### src/rtl/sap_pkg.sv
// rtl/sap_pkg.sv - shared constants for the SAP control sequencer and datapath
package sap_pkg;

  // T-states per instruction and the width of the step register
  localparam int NUM_T = 6;
  localparam int T_W   = 3;

  localparam logic [T_W-1:0] T0 = 3'd0;
  localparam logic [T_W-1:0] T1 = 3'd1;
  localparam logic [T_W-1:0] T2 = 3'd2;
  localparam logic [T_W-1:0] T3 = 3'd3;
  localparam logic [T_W-1:0] T4 = 3'd4;
  localparam logic [T_W-1:0] T5 = 3'd5;

  // Opcodes live in IR[7:4]; anything not listed here executes as NOP
  localparam logic [3:0] OP_NOP = 4'h0;
  localparam logic [3:0] OP_LDA = 4'h1;
  localparam logic [3:0] OP_ADD = 4'h2;
  localparam logic [3:0] OP_SUB = 4'h3;
  localparam logic [3:0] OP_STA = 4'h4;
  localparam logic [3:0] OP_LDI = 4'h5;
  localparam logic [3:0] OP_JMP = 4'h6;
  localparam logic [3:0] OP_JC  = 4'h7;
  localparam logic [3:0] OP_JZ  = 4'h8;
  localparam logic [3:0] OP_OUT = 4'hE;
  localparam logic [3:0] OP_HLT = 4'hF;

  // Control-word bit positions, shared with the datapath top
  localparam int CW_PC_INC     = 0;
  localparam int CW_PC_JUMP    = 1;
  localparam int CW_PC_CLR     = 2;
  localparam int CW_PC_OE      = 3;
  localparam int CW_MAR_LOAD   = 4;
  localparam int CW_RAM_OE     = 5;
  localparam int CW_RAM_WE     = 6;
  localparam int CW_IR_LOAD    = 7;
  localparam int CW_IR_OE      = 8;
  localparam int CW_A_LOAD     = 9;
  localparam int CW_A_OE       = 10;
  localparam int CW_B_LOAD     = 11;
  localparam int CW_ALU_OE     = 12;
  localparam int CW_ALU_SUB    = 13;
  localparam int CW_FLAGS_LOAD = 14;
  localparam int CW_OUT_LOAD   = 15;
  localparam int CW_W          = 16;

  typedef logic [CW_W-1:0] ctrl_word_t;

  // Fetch is identical for every opcode, so it is decoded here once
  function automatic ctrl_word_t fetch_word(input logic [T_W-1:0] t);
    ctrl_word_t w;
    w = '0;
    case (t)
      T0: begin
        w[CW_PC_OE]    = 1'b1;
        w[CW_MAR_LOAD] = 1'b1;
      end
      T1: w[CW_PC_INC] = 1'b1;
      T2: begin
        w[CW_RAM_OE]  = 1'b1;
        w[CW_IR_LOAD] = 1'b1;
      end
      default: w = '0;
    endcase
    return w;
  endfunction

endpackage

### src/rtl/sap_step_counter.sv
// rtl/sap_step_counter.sv - T-state register with clear, hold and wrap
module sap_step_counter
  import sap_pkg::*;
(
  input  logic           clk,
  input  logic           rstn,
  input  logic           clr,
  input  logic           hold,
  output logic [T_W-1:0] t_state
);

  // Advance one step per clock, wrapping after the last T-state; hold freezes it
  always_ff @(posedge clk) begin
    if (rstn) begin
      t_state <= T0;
    end else if (clr) begin
      t_state <= T0;
    end else if (hold) begin
      t_state <= t_state;
    end else if (t_state >= T_W'(NUM_T - 1)) begin
      t_state <= T0;
    end else begin
      t_state <= t_state + T_W'(1);
    end
  end

endmodule

### src/rtl/sap_control_sequencer.sv
// rtl/sap_control_sequencer.sv - microcode sequencer for the 8-bit bus CPU
module sap_control_sequencer
  import sap_pkg::*;
(
  input  logic           clk,
  input  logic           rstn,
  input  logic           clr,
  input  logic [3:0]     opcode,
  input  logic           flag_c,
  input  logic           flag_z,
  output logic           pc_inc,
  output logic           pc_jump,
  output logic           pc_clr,
  output logic           pc_oe,
  output logic           mar_load,
  output logic           ram_oe,
  output logic           ram_we,
  output logic           ir_load,
  output logic           ir_oe,
  output logic           a_load,
  output logic           a_oe,
  output logic           b_load,
  output logic           alu_oe,
  output logic           alu_sub,
  output logic           flags_load,
  output logic           out_load,
  output logic           halted,
  output logic [T_W-1:0] t_state
);

  ctrl_word_t cw;

  sap_step_counter u_step_counter (
    .clk     (clk),
    .rstn    (rstn),
    .clr     (clr),
    .hold    (halted),
    .t_state (t_state)
  );

  // HLT latches here at the end of T3; only reset or a soft clear releases it
  always_ff @(posedge clk) begin
    if (rstn) begin
      halted <= 1'b0;
    end else if (clr) begin
      halted <= 1'b0;
    end else if (!halted && (t_state == T3) && (opcode == OP_HLT)) begin
      halted <= 1'b1;
    end
  end

  // Decode the control word from step, opcode and flags; reset, clear and halt override
  always_comb begin
    cw = '0;
    if (rstn) begin
      cw = '0;
    end else if (clr) begin
      cw[CW_PC_CLR] = 1'b1;
    end else if (!halted) begin
      case (t_state)
        T0, T1, T2: cw = fetch_word(t_state);
        T3: begin
          case (opcode)
            OP_LDA, OP_ADD, OP_SUB, OP_STA: begin
              cw[CW_IR_OE]    = 1'b1;
              cw[CW_MAR_LOAD] = 1'b1;
            end
            OP_LDI: begin
              cw[CW_IR_OE]  = 1'b1;
              cw[CW_A_LOAD] = 1'b1;
            end
            OP_JMP: begin
              cw[CW_IR_OE]   = 1'b1;
              cw[CW_PC_JUMP] = 1'b1;
            end
            OP_JC: begin
              cw[CW_IR_OE]   = flag_c;
              cw[CW_PC_JUMP] = flag_c;
            end
            OP_JZ: begin
              cw[CW_IR_OE]   = flag_z;
              cw[CW_PC_JUMP] = flag_z;
            end
            OP_OUT: begin
              cw[CW_A_OE]     = 1'b1;
              cw[CW_OUT_LOAD] = 1'b1;
            end
            default: cw = '0;
          endcase
        end
        T4: begin
          case (opcode)
            OP_LDA: begin
              cw[CW_RAM_OE] = 1'b1;
              cw[CW_A_LOAD] = 1'b1;
            end
            OP_ADD, OP_SUB: begin
              cw[CW_RAM_OE] = 1'b1;
              cw[CW_B_LOAD] = 1'b1;
            end
            OP_STA: begin
              cw[CW_A_OE]   = 1'b1;
              cw[CW_RAM_WE] = 1'b1;
            end
            default: cw = '0;
          endcase
        end
        T5: begin
          case (opcode)
            OP_ADD, OP_SUB: begin
              cw[CW_ALU_OE]     = 1'b1;
              cw[CW_A_LOAD]     = 1'b1;
              cw[CW_FLAGS_LOAD] = 1'b1;
              cw[CW_ALU_SUB]    = (opcode == OP_SUB);
            end
            default: cw = '0;
          endcase
        end
        default: cw = '0;
      endcase
    end
  end

  assign pc_inc     = cw[CW_PC_INC];
  assign pc_jump    = cw[CW_PC_JUMP];
  assign pc_clr     = cw[CW_PC_CLR];
  assign pc_oe      = cw[CW_PC_OE];
  assign mar_load   = cw[CW_MAR_LOAD];
  assign ram_oe     = cw[CW_RAM_OE];
  assign ram_we     = cw[CW_RAM_WE];
  assign ir_load    = cw[CW_IR_LOAD];
  assign ir_oe      = cw[CW_IR_OE];
  assign a_load     = cw[CW_A_LOAD];
  assign a_oe       = cw[CW_A_OE];
  assign b_load     = cw[CW_B_LOAD];
  assign alu_oe     = cw[CW_ALU_OE];
  assign alu_sub    = cw[CW_ALU_SUB];
  assign flags_load = cw[CW_FLAGS_LOAD];
  assign out_load   = cw[CW_OUT_LOAD];

  // Bus has a single driver per cycle, the PC never sees inc+jump, and pc_clr follows clr
  always_ff @(posedge clk) begin
    if (!rstn) begin
      assert ($onehot0({pc_oe, ram_oe, ir_oe, a_oe, alu_oe}));
      assert (!(pc_inc && pc_jump));
      assert (!pc_clr || clr);
    end
  end

endmodule

### config.mk
export PLATFORM = sky130hd
export DESIGN_NAME = sap_control_sequencer
export DESIGN_NICKNAME = d
export VERILOG_FILES = /design/src/rtl/sap_pkg.sv /design/src/rtl/sap_step_counter.sv /design/src/rtl/sap_control_sequencer.sv
export SDC_FILE = /design/constraint.sdc
export NUM_CORES = 1
export LEC_CHECK = 0
export CELL_PAD_IN_SITES_DETAIL_PLACEMENT = 0
export CELL_PAD_IN_SITES_GLOBAL_PLACEMENT = 1
export CORE_MARGIN = 4
export CORE_UTILIZATION = 25
export CTS_CLUSTER_SIZE = 14
export DETAILED_ROUTE_END_ITERATION = 10
export MAX_ROUTING_LAYER = met4
export PLACE_DENSITY = 0.7
export SYNTH_ARGS = -nofsm -noshare
export SYNTH_HDL_FRONTEND = slang
export SYNTH_HIERARCHICAL = 1
export SYNTH_SLANG_ARGS = --single-unit
### constraint.sdc
create_clock -name clk -period 4.6 [get_ports clk]
set_input_delay 1.38 -clock clk [delete_from_list [all_inputs] [get_ports clk]]
set_output_delay 1.38 -clock clk [all_outputs]
set_load 0.05 [all_outputs]
## Yosys cells after proc, flatten, opt, wreduce, memory -nomap -nowiden

Index checks and enable logic that the tools add are counted.

- Register bits after elaboration: 4
- Input bits: 9
- Word-level logic and storage cells: 49

- Add/subtract/negate cells: 1
- $lt $le $gt $ge: 1
- Eq/ne operators: 15
- Muxes and demuxes: 20
- Reduce and logical (&&, ||, !) cells: 10

Operator list:

| cell | count |
|---|---|
| $pmux W16 S4 | 1 |
| $mux W16 | 2 |
| $eq A4 B3 Y1 const B | 4 |
| $mux W13 | 1 |
| $eq A4 B4 Y1 const B | 3 |
| $mux W1 | 10 |
| $eq A4 B2 Y1 const B | 2 |
| $eq A3 B2 Y1 const B | 2 |
| $eq A3 B3 Y1 const B | 2 |
| $mux W3 | 2 |
| $pmux W1 S3 | 2 |
| $reduce_or A3 Y1 | 2 |
| $reduce_or A6 Y1 | 1 |
| $eq A4 B1 Y1 const B | 1 |
| $mux W2 | 2 |
| $reduce_or A2 Y1 | 2 |
| $reduce_or A4 Y1 | 1 |
| $add A3 B1 Y3 const B | 1 |
| $eq A3 B1 Y1 const B | 1 |
| $ge A3 B3 Y1 const B | 1 |
| $logic_not A3 Y1 | 1 |
| $logic_and A1 B1 Y1 | 2 |
| $logic_not A1 Y1 | 1 |

## Logic depth before layout (Yosys ltp)

Gate-level depths: netlist of the first run.

- Depth after elaboration: 7
- Mapped depth: 5
- Depth with buffers taken out: 5

## Hierarchy

The synthesis of the first run kept the hierarchy.

Modules (own cells, without submodules):

| module | instances | cells an instance | area each (sq um) | sequential area each (sq um) |
|---|---|---|---|---|
| sap_control_sequencer | 1 | 62 | 485.5 | 20.0 |
| sap_step_counter | 1 | 19 | 155.1 | 60.1 |

## Least setup slack after synthesis of the first run

Ideal clock, no wire load.

- Path kind: input to output
- From: input port clr
- To: output port ram_we
- Arrival: 3.228 ns
- Required time: 3.220 ns
- Path slack: -0.008 ns
- Stages: 3
- Path through: nor3_2 > nand3_1 > nor4_1

- Longest elaborated chain between the ends: 2

RTL lines:

| item | line | RTL |
|---|---|---|
| start: declaration | sap_control_sequencer.sv:7 | `input logic clr,` |
| $mux W13 | sap_control_sequencer.sv:57 | `end else if (clr) begin` |
| $mux W16 | sap_control_sequencer.sv:55 | `if (rstn) begin` |
| end: declaration | sap_control_sequencer.sv:17 | `output logic ram_we,` |

No other way between the ends.

## Final worst setup path of the first run

- From: input port opcode[2]
- To: output port alu_oe

- Longest elaborated chain between the ends: 7
- Elaborated cells between the ends (all ways): 8
- Those cells by class: eq/ne (2); mux (5); reduce/logical (1)

RTL lines:

| item | line | RTL |
|---|---|---|
| start: declaration | sap_control_sequencer.sv:8 | `input logic [3:0] opcode,` |
| $eq A4 B2 Y1 | sap_control_sequencer.sv:109 | `case (opcode)` |
| $reduce_or A2 Y1 * | sap_control_sequencer.sv:109 |  |
| $mux W3 * | sap_control_sequencer.sv:109 |  |
| $pmux W16 S4 * | sap_control_sequencer.sv:60 | `case (t_state)` |
| $mux W16 * | sap_control_sequencer.sv:59 | `end else if (!halted) begin` |
| $mux W13 * | sap_control_sequencer.sv:57 |  |
| $mux W16 * | sap_control_sequencer.sv:55 |  |
| end: declaration | sap_control_sequencer.sv:23 | `output logic alu_oe,` |

Mark *: on every way between the ends. The rest lies on a longest branch, timed or not.

==> impl_metrics.ini, run 1 <==
[power_and_ir_drop]
fin_total_pwr_mw = 0.131
power_density_mw_per_mm2 = 124
power_leakage_nw = 0.349
vdd_ir_drop_max_v = 0.000122

[global_route]
grt_use_met2 = 0.158
grt-ovfl-total = 0
grt_busiest_layer = met2
grt_pass1_wl_um = 2700
grt.total_usage = 0.101
grt_max_degree = 17
use_met3 = 0.0197
met1_usage = 0.136
antenna_found_initial = 0
grt_pass1_vias = 584

[sta]
fin_setup_tns_ns = 0
final_max_slew_viol_count = 0
finalSetupViolCount = 0
fin_skew_ns = 0.00459
relSlewSlack = 0.525
timing.fmax_ghz = 0.226
tightest_slew_ns = 0.712
hold_viol_final = 0
fin_hold_ws_ns = 0.576
period_share = 0.960
timing.final.crit_period_ns = 4.42
rsz0062_at_grt = no

[yosys]
ys_types = 38
syn_area_per_cell_um2 = 7.91
synth_seq_cells = 4
syn-num-nets = 92
netlist.area_leader.share = 0.125
ys_top_cells_by_area = dfxtp_1 13%, buf_6 8.8%, nor4b_4 7.4%
yosysSeqAreaShare = 0.125
yosysTopAreaCell = dfxtp_1
synth_area_um2 = 641
synthCells = 81
yosys_warnings = 6

[finish]
final_common_cell = buf_12
fin_util = 0.430
final_cells = 133
final_nets = 116
final_cell_mix = 15 x buf_12, 12 x clkdlybuf4s50_1, 9 x nand2_1
nFillCells = 245
synthToLayoutAreaGrowth_pct = 64.8
drive_above_1_share = 0.320
antenna_cells = 0

[min_path]
holdPathStages = 2
hp-class = reg2reg
hold_start = halted$_SDFFE_PP0P_
holdPathEnd = u_step_counter/t_state[0]$_SDFFE_PP0N_

[cts]
cts_buffer_depth = 2
holdBufCountCts = 0
clk_latency_ns = 0.23
h-tree-depth = 1
cts.clk_slew.worst_paths_ns = 0.04
post-cts-setup-buffers = 0
cts_sinks = 4
post_cts_resized = 0
cts_root_buffer = clkbuf_4
cts_tree = done
cts_buffers = 3

[critical_path]
crit_top_cell = nor2_1
worst_r2r_path_depth = 5
endpoint_kind = primary output
critical-path-slowest-cell = clkdlybuf4s50_1
cp_slowest_stage_delay_ns = 0.62
worst-endpoint-arrival_ns = 3.04
r2r_end = u_step_counter/t_state[1]$_SDFFE_PP0N_
path_class = in2out
r2r_start = u_step_counter/t_state[1]$_SDFFE_PP0N_
path_cells = clkdlybuf4s50_1, nor2_1, nand4_1, nor2_1, buf_12
regToRegSetupSlack_ns = 2.83
cp.required_ns = 3.22
critical_path.startpoint_type = primary input
crit_fanout = 11

[place]
place_inst = 130
numPortBuffers = 28
dp_hpwl_um = 1280
gp_congestion = 0.811

[die]
die-area_mm2 = 0.00344
coreArea_mm2 = 0.00245
dieHeight_um = 58.6
die_w_um = 58.6
start_util = 0.261
ios = 29
rows = 18

[outcome]
outcome = completed

[routing]
wl_um = 1640
ant_nets = 0
routed_via_density = 4.99
wl_per_cell_um = 12.3
first_pass_iters = 6
drt_iter0_drc = 5
vias = 664
drc_errors = 0

[run]
drv_cap = 0
==> cells by family after synthesis <==
logic type	count (synthesis)	share of synthesized area
fa+ha+maj	2	0.0391
compound gates	17	0.203
buf+inv	12	0.141
flops	4	0.125
simple gates	46	0.492
==> per-stage QoR <==
step / setup WS (ns) / area (um2)
finish: 0.183 / 1060
global route: 0.0474 / 1060
CTS: 0.182 / 1060
detailed placement: 0.183 / 1030
global placement: 0.207 / 1030
floorplan: 0.309 / 647
==> worst max-delay path, delay by kind of cell <==
family	cells	cell delay, ns
simple gates	3	0.85
buf+inv	2	0.81
==> how the worst max path moves through the flow <==
| stage | cells past startpoint | from | end |
|---|---|---|---|
| floorplan | 4 | clr | flags_load |
| global placement | 4 | clr | alu_oe |
| detailed placement | 5 | opcode[2] | alu_oe |
| CTS | 5 | opcode[2] | alu_oe |
| global route | 5 | opcode[2] | alu_oe |
| finish | 5 | opcode[2] | alu_oe |
==> cells in the mapped netlist <==
cell type / n
a2111oi_2: 1
a211oi_2: 1
a21boi_0: 1
a21oi_1: 5
a221oi_2: 1
a31oi_1: 1
and3_1: 1
and3b_1: 1
and4b_1: 1
buf_2: 3
buf_4: 1
buf_6: 5
dfxtp_1: 4
ha_1: 2
inv_1: 3
nand2_1: 9
nand2b_1: 1
nand3_1: 2
nand3b_1: 1
nand4_1: 3
nor2_1: 8
nor2_2: 1
nor2b_1: 1
nor2b_4: 1
nor3_1: 2
nor3_2: 4
nor3b_1: 1
nor4_1: 1
nor4_2: 1
nor4b_1: 1
nor4b_4: 2
o2111ai_1: 1
o211ai_1: 2
o21a_1: 2
o21ai_0: 1
o21ai_1: 1
or2_2: 1
or3_1: 3
==> state kept, by name, summed over array words and instances (netlist names) <==
register                count
halted                      1
u_step_counter/t_state      3
==> cell type report <==
cell class              count  area [um2]  share of cell area
inverters                   3        11.3              0.0107
flip-flops and latches      4        80.1              0.0758
repair buffers             28         428               0.405
multi-input cells          65         477               0.451
well taps                  30        37.5              0.0355
clock buffers               3        22.5              0.0213
==> power by group <==
part	internal (mW)	switching [mW]
registers	0.0358	0.00460
logic	0.0206	0.0278
clock network	0.0291	0.0133
==> routing by layer <==
layer  wire length (um)  part of all wire  vias up
li1                   -                 -      344
met1                799              0.49      299
met2                737              0.45       21
met3                100             0.061        0
met4                  0                 0        0
met5                  0                 0        -
Power figures use the tool's default switching activity.
==> run 2, diff against run 1 <==
Settings changed: PLACE_DENSITY 0.7 to 0.72.
Clock period 4.6 ns to 3.6 ns, I/O delays scaled along.
==> run 2 against run 1 <==
Effect of this change:
- die area is the same
- power grew 42%
- clock-buffer cell count is the same
- flip-flop and latch count is the same
- register-to-register slack lost 1.0 ns
- routed wire length grew 14%
- sequential share of layout area shrank 0.95 points
- non-clock buffer count grew 13
- core utilization grew 6.2 points
- highest routed layer is now met4
- combinational power grew 56%
==> impl_metrics.ini, run 2 (synthesized netlist as in run 1, its figures left out) <==
[power_and_ir_drop]
p_sw_mw = 0.0681
pwr-share-clk = 0.317
power_density_mw_per_mm2 = 154
p_comb_frac = 0.406
swShare = 0.365
seq_power_share = 0.277
p_int_mw = 0.118
fin_total_pwr_mw = 0.186
vdd_ir_drop_max_v = 0.000137
power_leakage_nw = 0.438

[finish]
final_cell_mix = 16 x buf_12, 12 x buf_4, 9 x nand2_1
final_cells = 146
top_register = u_step_counter/t_state
synthToLayoutAreaGrowth_pct = 88.5
final_nets = 129
reg.largest.list = u_step_counter/t_state (3), halted (1)
antenna_cells = 0
largest_reg_flops = 3
drive_above_1_share = 0.440
stdcell_area_mm2 = 0.00121
fin_util = 0.492
final_common_cell = buf_12

[critical_path]
critical_path.startpoint_type = primary input
endpoint_kind = primary output
worst_r2r_path_depth = 5
regToRegSetupSlack_ns = 1.81
worst-endpoint-arrival_ns = 2.37
path_class = in2out
crit_fanout = 8
r2r_end = u_step_counter/t_state[1]$_SDFFE_PP0N_
r2r_start = u_step_counter/t_state[1]$_SDFFE_PP0N_
cp.required_ns = 2.52
critPathLaunch = clr
crit_path_end = pc_inc

[global_route]
antenna_found_initial = 0
grt-ovfl-total = 0
grt_max_degree = 17
grt.total_usage = 0.113
grt_pass1_wl_um = 3000
grt_pass1_vias = 690

[cts]
clk_latency_ns = 0.24
h-tree-depth = 1
cts_sinks = 4
cts_buffer_depth = 2
holdBufCountCts = 0
post-cts-setup-buffers = 0
cts_root_buffer = clkbuf_4
cts_buffers = 3
cts_tree = done
cts.clk_slew.worst_paths_ns = 0.04

[die]
coreArea_mm2 = 0.00245
ios = 29
die_w_um = 58.6
rows = 18
dieHeight_um = 58.6
start_util = 0.261
die-area_mm2 = 0.00344

[routing]
vias = 726
routed_via_density = 4.97
wl_um = 1860
wl_per_cell_um = 12.7
ant_nets = 0
drt_iter0_drc = 9
first_pass_iters = 4
drc_errors = 0

[outcome]
outcome = completed

[place]
dp_hpwl_um = 1440
numPortBuffers = 28
gp_congestion = 0.892
placed_cell_area_mm2 = 0.00116
place_inst = 143
preCtsSetupSlack_ns = -0.0888

[sta]
fin_setup_tns_ns = 0
period_share = 0.960
fin_ws_ns = 0.145
relSlewSlack = 0.512
hold_viol_final = 0
fin_skew_ns = 0.00158
finalSetupViolCount = 0
fin_hold_ws_ns = 0.583
final_max_slew_viol_count = 0
tightest_slew_ns = 0.731
rsz0062_at_grt = no
timing.final.crit_period_ns = 3.45
timing.fmax_ghz = 0.289

[run]
drv_cap = 0

[min_path]
hp-class = reg2reg
[run 2: worst max-delay path, cell delays in order]
cell and delay, ns:
dlygate4sd2_1 0.27, or3_4 0.38, buf_6 0.15, nor4b_4 0.30, buf_12 0.18
[run 2: worst min path at each step]
stage          slack [ns]                                      to                                    from  depth (start not counted)
2_1_floorplan        0.74  u_step_counter/t_state[1]$_SDFFE_PP0N_  u_step_counter/t_state[1]$_SDFFE_PP0N_                          2
3_3_place_gp         0.58  u_step_counter/t_state[0]$_SDFFE_PP0N_                     halted$_SDFFE_PP0P_                          2
3_5_place_dp         0.58  u_step_counter/t_state[0]$_SDFFE_PP0N_                     halted$_SDFFE_PP0P_                          2
4_1_cts              0.59  u_step_counter/t_state[0]$_SDFFE_PP0N_                     halted$_SDFFE_PP0P_                          2
5_1_grt              0.64  u_step_counter/t_state[0]$_SDFFE_PP0N_                     halted$_SDFFE_PP0P_                          2
6_report             0.58  u_step_counter/t_state[0]$_SDFFE_PP0N_                     halted$_SDFFE_PP0P_                          2
[run 2: repair_timing]
item	4_1_cts	5_1_grt
pin swaps	2	0
endpoints found under the setup margin	13	5
gates resized for setup	10	2
[run 2: power by group through the flow]
stage               registers (mW)  logic (mW)  clock network [mW]
floorplan                   0.0519      0.0419                   0
global placement            0.0521      0.0750                   0
detailed placement          0.0521      0.0752                   0
CTS                         0.0515      0.0758              0.0625
global route                0.0521      0.0803              0.0637
finish                      0.0516      0.0758              0.0592
[run 2: final cells by class]
cell class                      count  area, um2
Multi-Input combinational cell     65        518
Sequential cell                     4       80.1
Tap cell                           30       37.5
Fill cell                         231       1250
Timing Repair Buffer               41        538
Inverter                            3       11.3
Clock buffer                        3       22.5
[run 2: metal layers]
layer,GRT usage,part of all wire,vias to the layer above
met5,-,0,-
met4,0.0583,0.012,0
met3,0.00658,0.065,2
met2,0.196,0.49,25
met1,0.129,0.43,335
li1,-,-,364
==> run 3, diff against run 2 <==
Settings changed: CORE_ASPECT_RATIO set to 1.25, PLACE_DENSITY 0.72 to not set, PLACE_DENSITY_LB_ADDON set to 0.3.
==> run 3 against run 2 <==
Effect of this change:
- final area rose by 0.73%
- non-clock buffer count rose by 2
- critical path depth did not move
- clock power fell by 11%
- register-to-register slack got worse by 0.02 ns
- global-route usage rose by 1.9 points
- die area rose by 0.15%
- power fell by 3.1%
- sequential power barely moved
- combinational power barely moved
- worst hold slack improved by 0.0045 ns
- sequential share of layout area barely moved
==> impl_metrics.ini, run 3 (synthesized netlist as in run 1, its figures left out) <==
[sta]
period_share = 0.963
final_max_slew_viol_count = 0
rsz0062_at_grt = no
tightest_slew_ns = 0.762
hold_viol_final = 0
fin_setup_tns_ns = 0
finalSetupViolCount = 0
timing.final.crit_period_ns = 3.47
fin_ws_ns = 0.135
fin_hold_ws_ns = 0.587
relSlewSlack = 0.491
fin_skew_ns = 0.000310
timing.fmax_ghz = 0.289

[routing]
drt_iter0_drc = 15
wl_met3_um = 103
routed_via_density = 4.90
wl_met1_um = 868
wl_um = 2060
vias = 740
wl_met2_um = 1090
ant_nets = 0
top_layer = met3
drc_errors = 0
wl_per_cell_um = 13.6
first_pass_iters = 4

[critical_path]
r2r_end = u_step_counter/t_state[0]$_SDFFE_PP0N_
critical_path.startpoint_type = primary input
crit_fanout = 2
r2r_start = u_step_counter/t_state[1]$_SDFFE_PP0N_
cp.required_ns = 2.52
path_delay_family = buffers and inverters
worst_r2r_path_depth = 5
worst-endpoint-arrival_ns = 2.39
critical-path-slowest-cell = clkdlybuf4s50_1
path_cells = clkdlybuf4s50_1, nand3b_1, a21boi_0, a2111oi_4, buf_12
cp_slowest_stage_delay_ns = 0.44
regToRegSetupSlack_ns = 1.79
path_class = in2out
critPathLaunch = flag_c
path_buf_inv = 2
endpoint_kind = primary output

[power_and_ir_drop]
p_int_mw = 0.118
pwr-share-clk = 0.292
swShare = 0.346
fin_total_pwr_mw = 0.181
p_comb_frac = 0.421
seq_power_share = 0.287
p_sw_mw = 0.0625
power_density_mw_per_mm2 = 149
vdd_ir_drop_max_v = 0.000176
power_leakage_nw = 0.444

[cts]
cts_buffers = 3
cts_buffer_depth = 2
post-cts-setup-buffers = 0
cts.clk_slew.worst_paths_ns = 0.03
h-tree-depth = 1
cts_root_buffer = clkbuf_4
cts_tree = done
cts_sinks = 4
clk_latency_ns = 0.23

[finish]
largest_reg_flops = 3
top_register = u_step_counter/t_state
antenna_cells = 0
reg.largest.list = u_step_counter/t_state (3), halted (1)
final_cell_mix = 16 x buf_12, 14 x buf_4, 9 x nand2_1
drive_above_1_share = 0.424
final_nets = 131
stdcell_area_mm2 = 0.00122
fin_util = 0.496
final_cells = 151
final_common_cell = buf_12
synthToLayoutAreaGrowth_pct = 89.8

[place]
dp_hpwl_um = 1690
preCtsSetupSlack_ns = -0.0968
gp_congestion = 0.805
place_inst = 148
numPortBuffers = 28
placed_cell_area_mm2 = 0.00118

[global_route]
grt-ovfl-total = 0
grt_pass1_wl_um = 3370
grt.total_usage = 0.131
antenna_found_initial = 0
grt_max_degree = 17
grt_pass1_vias = 701

[die]
ios = 29
dieHeight_um = 64.6
rows = 20
start_util = 0.261
coreArea_mm2 = 0.00245
die_w_um = 53.3
die-area_mm2 = 0.00344

[outcome]
outcome = completed

[min_path]
holdPathEnd = u_step_counter/t_state[0]$_SDFFE_PP0N_
hold_start = halted$_SDFFE_PP0P_
hp-class = reg2reg
holdPathStages = 2

[run]
drv_cap = 0
run 3: changes by cell type in the layout (fill, tap and decap cells not counted):
cell,previous run,this run
a21boi_0,0,1
nor4b_2,1,0
a21oi_2,1,0
or3_1,2,3
or3_4,1,0
nor4b_1,0,1
a21oi_1,4,5
nor2_4,0,1
a21boi_1,1,0
buf_4,12,14
nor2_2,2,1
run 3: final cells by class:
type,count,area (um2)
clock buffer,3,22.5
fill,245,1240
inverter,3,11.3
multi-input combinational,65,508
sequential,4,80.1
tap,33,41.3
timing repair buffer,43,553
run 3: how the worst max path moves through the flow:
stage / endpoint / cells after the start
floorplan: pc_oe / 3
global placement: ir_oe / 5
detailed placement: ir_oe / 5
CTS: ir_oe / 5
global route: ir_oe / 5
finish: ir_oe / 5
run 3: worst reg2reg max path, stage by stage, from the launching register on:
cell	delay, ns
dfxtp_1	0.81
inv_1	0.10
ha_1	0.22
o21a_1	0.18
or3_1	0.31
a21oi_1	0.12
run 3: routing by layer:
metal	GRT usage	vias to the layer above
met5	-	-
met4	0.0192	0
met3	0.0276	0
met2	0.224	26
met1	0.158	341
li1	-	373
run 3: what timing repair did:
action,CTS,global route
pin swaps,3,1
setup endpoints to repair,11,4
resized for setup,7,2
hold buffers,0,0
cloned,0,0
run 3: power groups by stage:
| stage | clock network, mW | logic, mW | registers (mW) |
|---|---|---|---|
| after floorplan | 0 | 0.0419 | 0.0519 |
| after global placement | 0 | 0.0756 | 0.0522 |
| after detailed placement | 0 | 0.0770 | 0.0525 |
| after CTS | 0.0555 | 0.0761 | 0.0519 |
| after global routing | 0.0628 | 0.0814 | 0.0522 |
| final | 0.0527 | 0.0761 | 0.0518 |
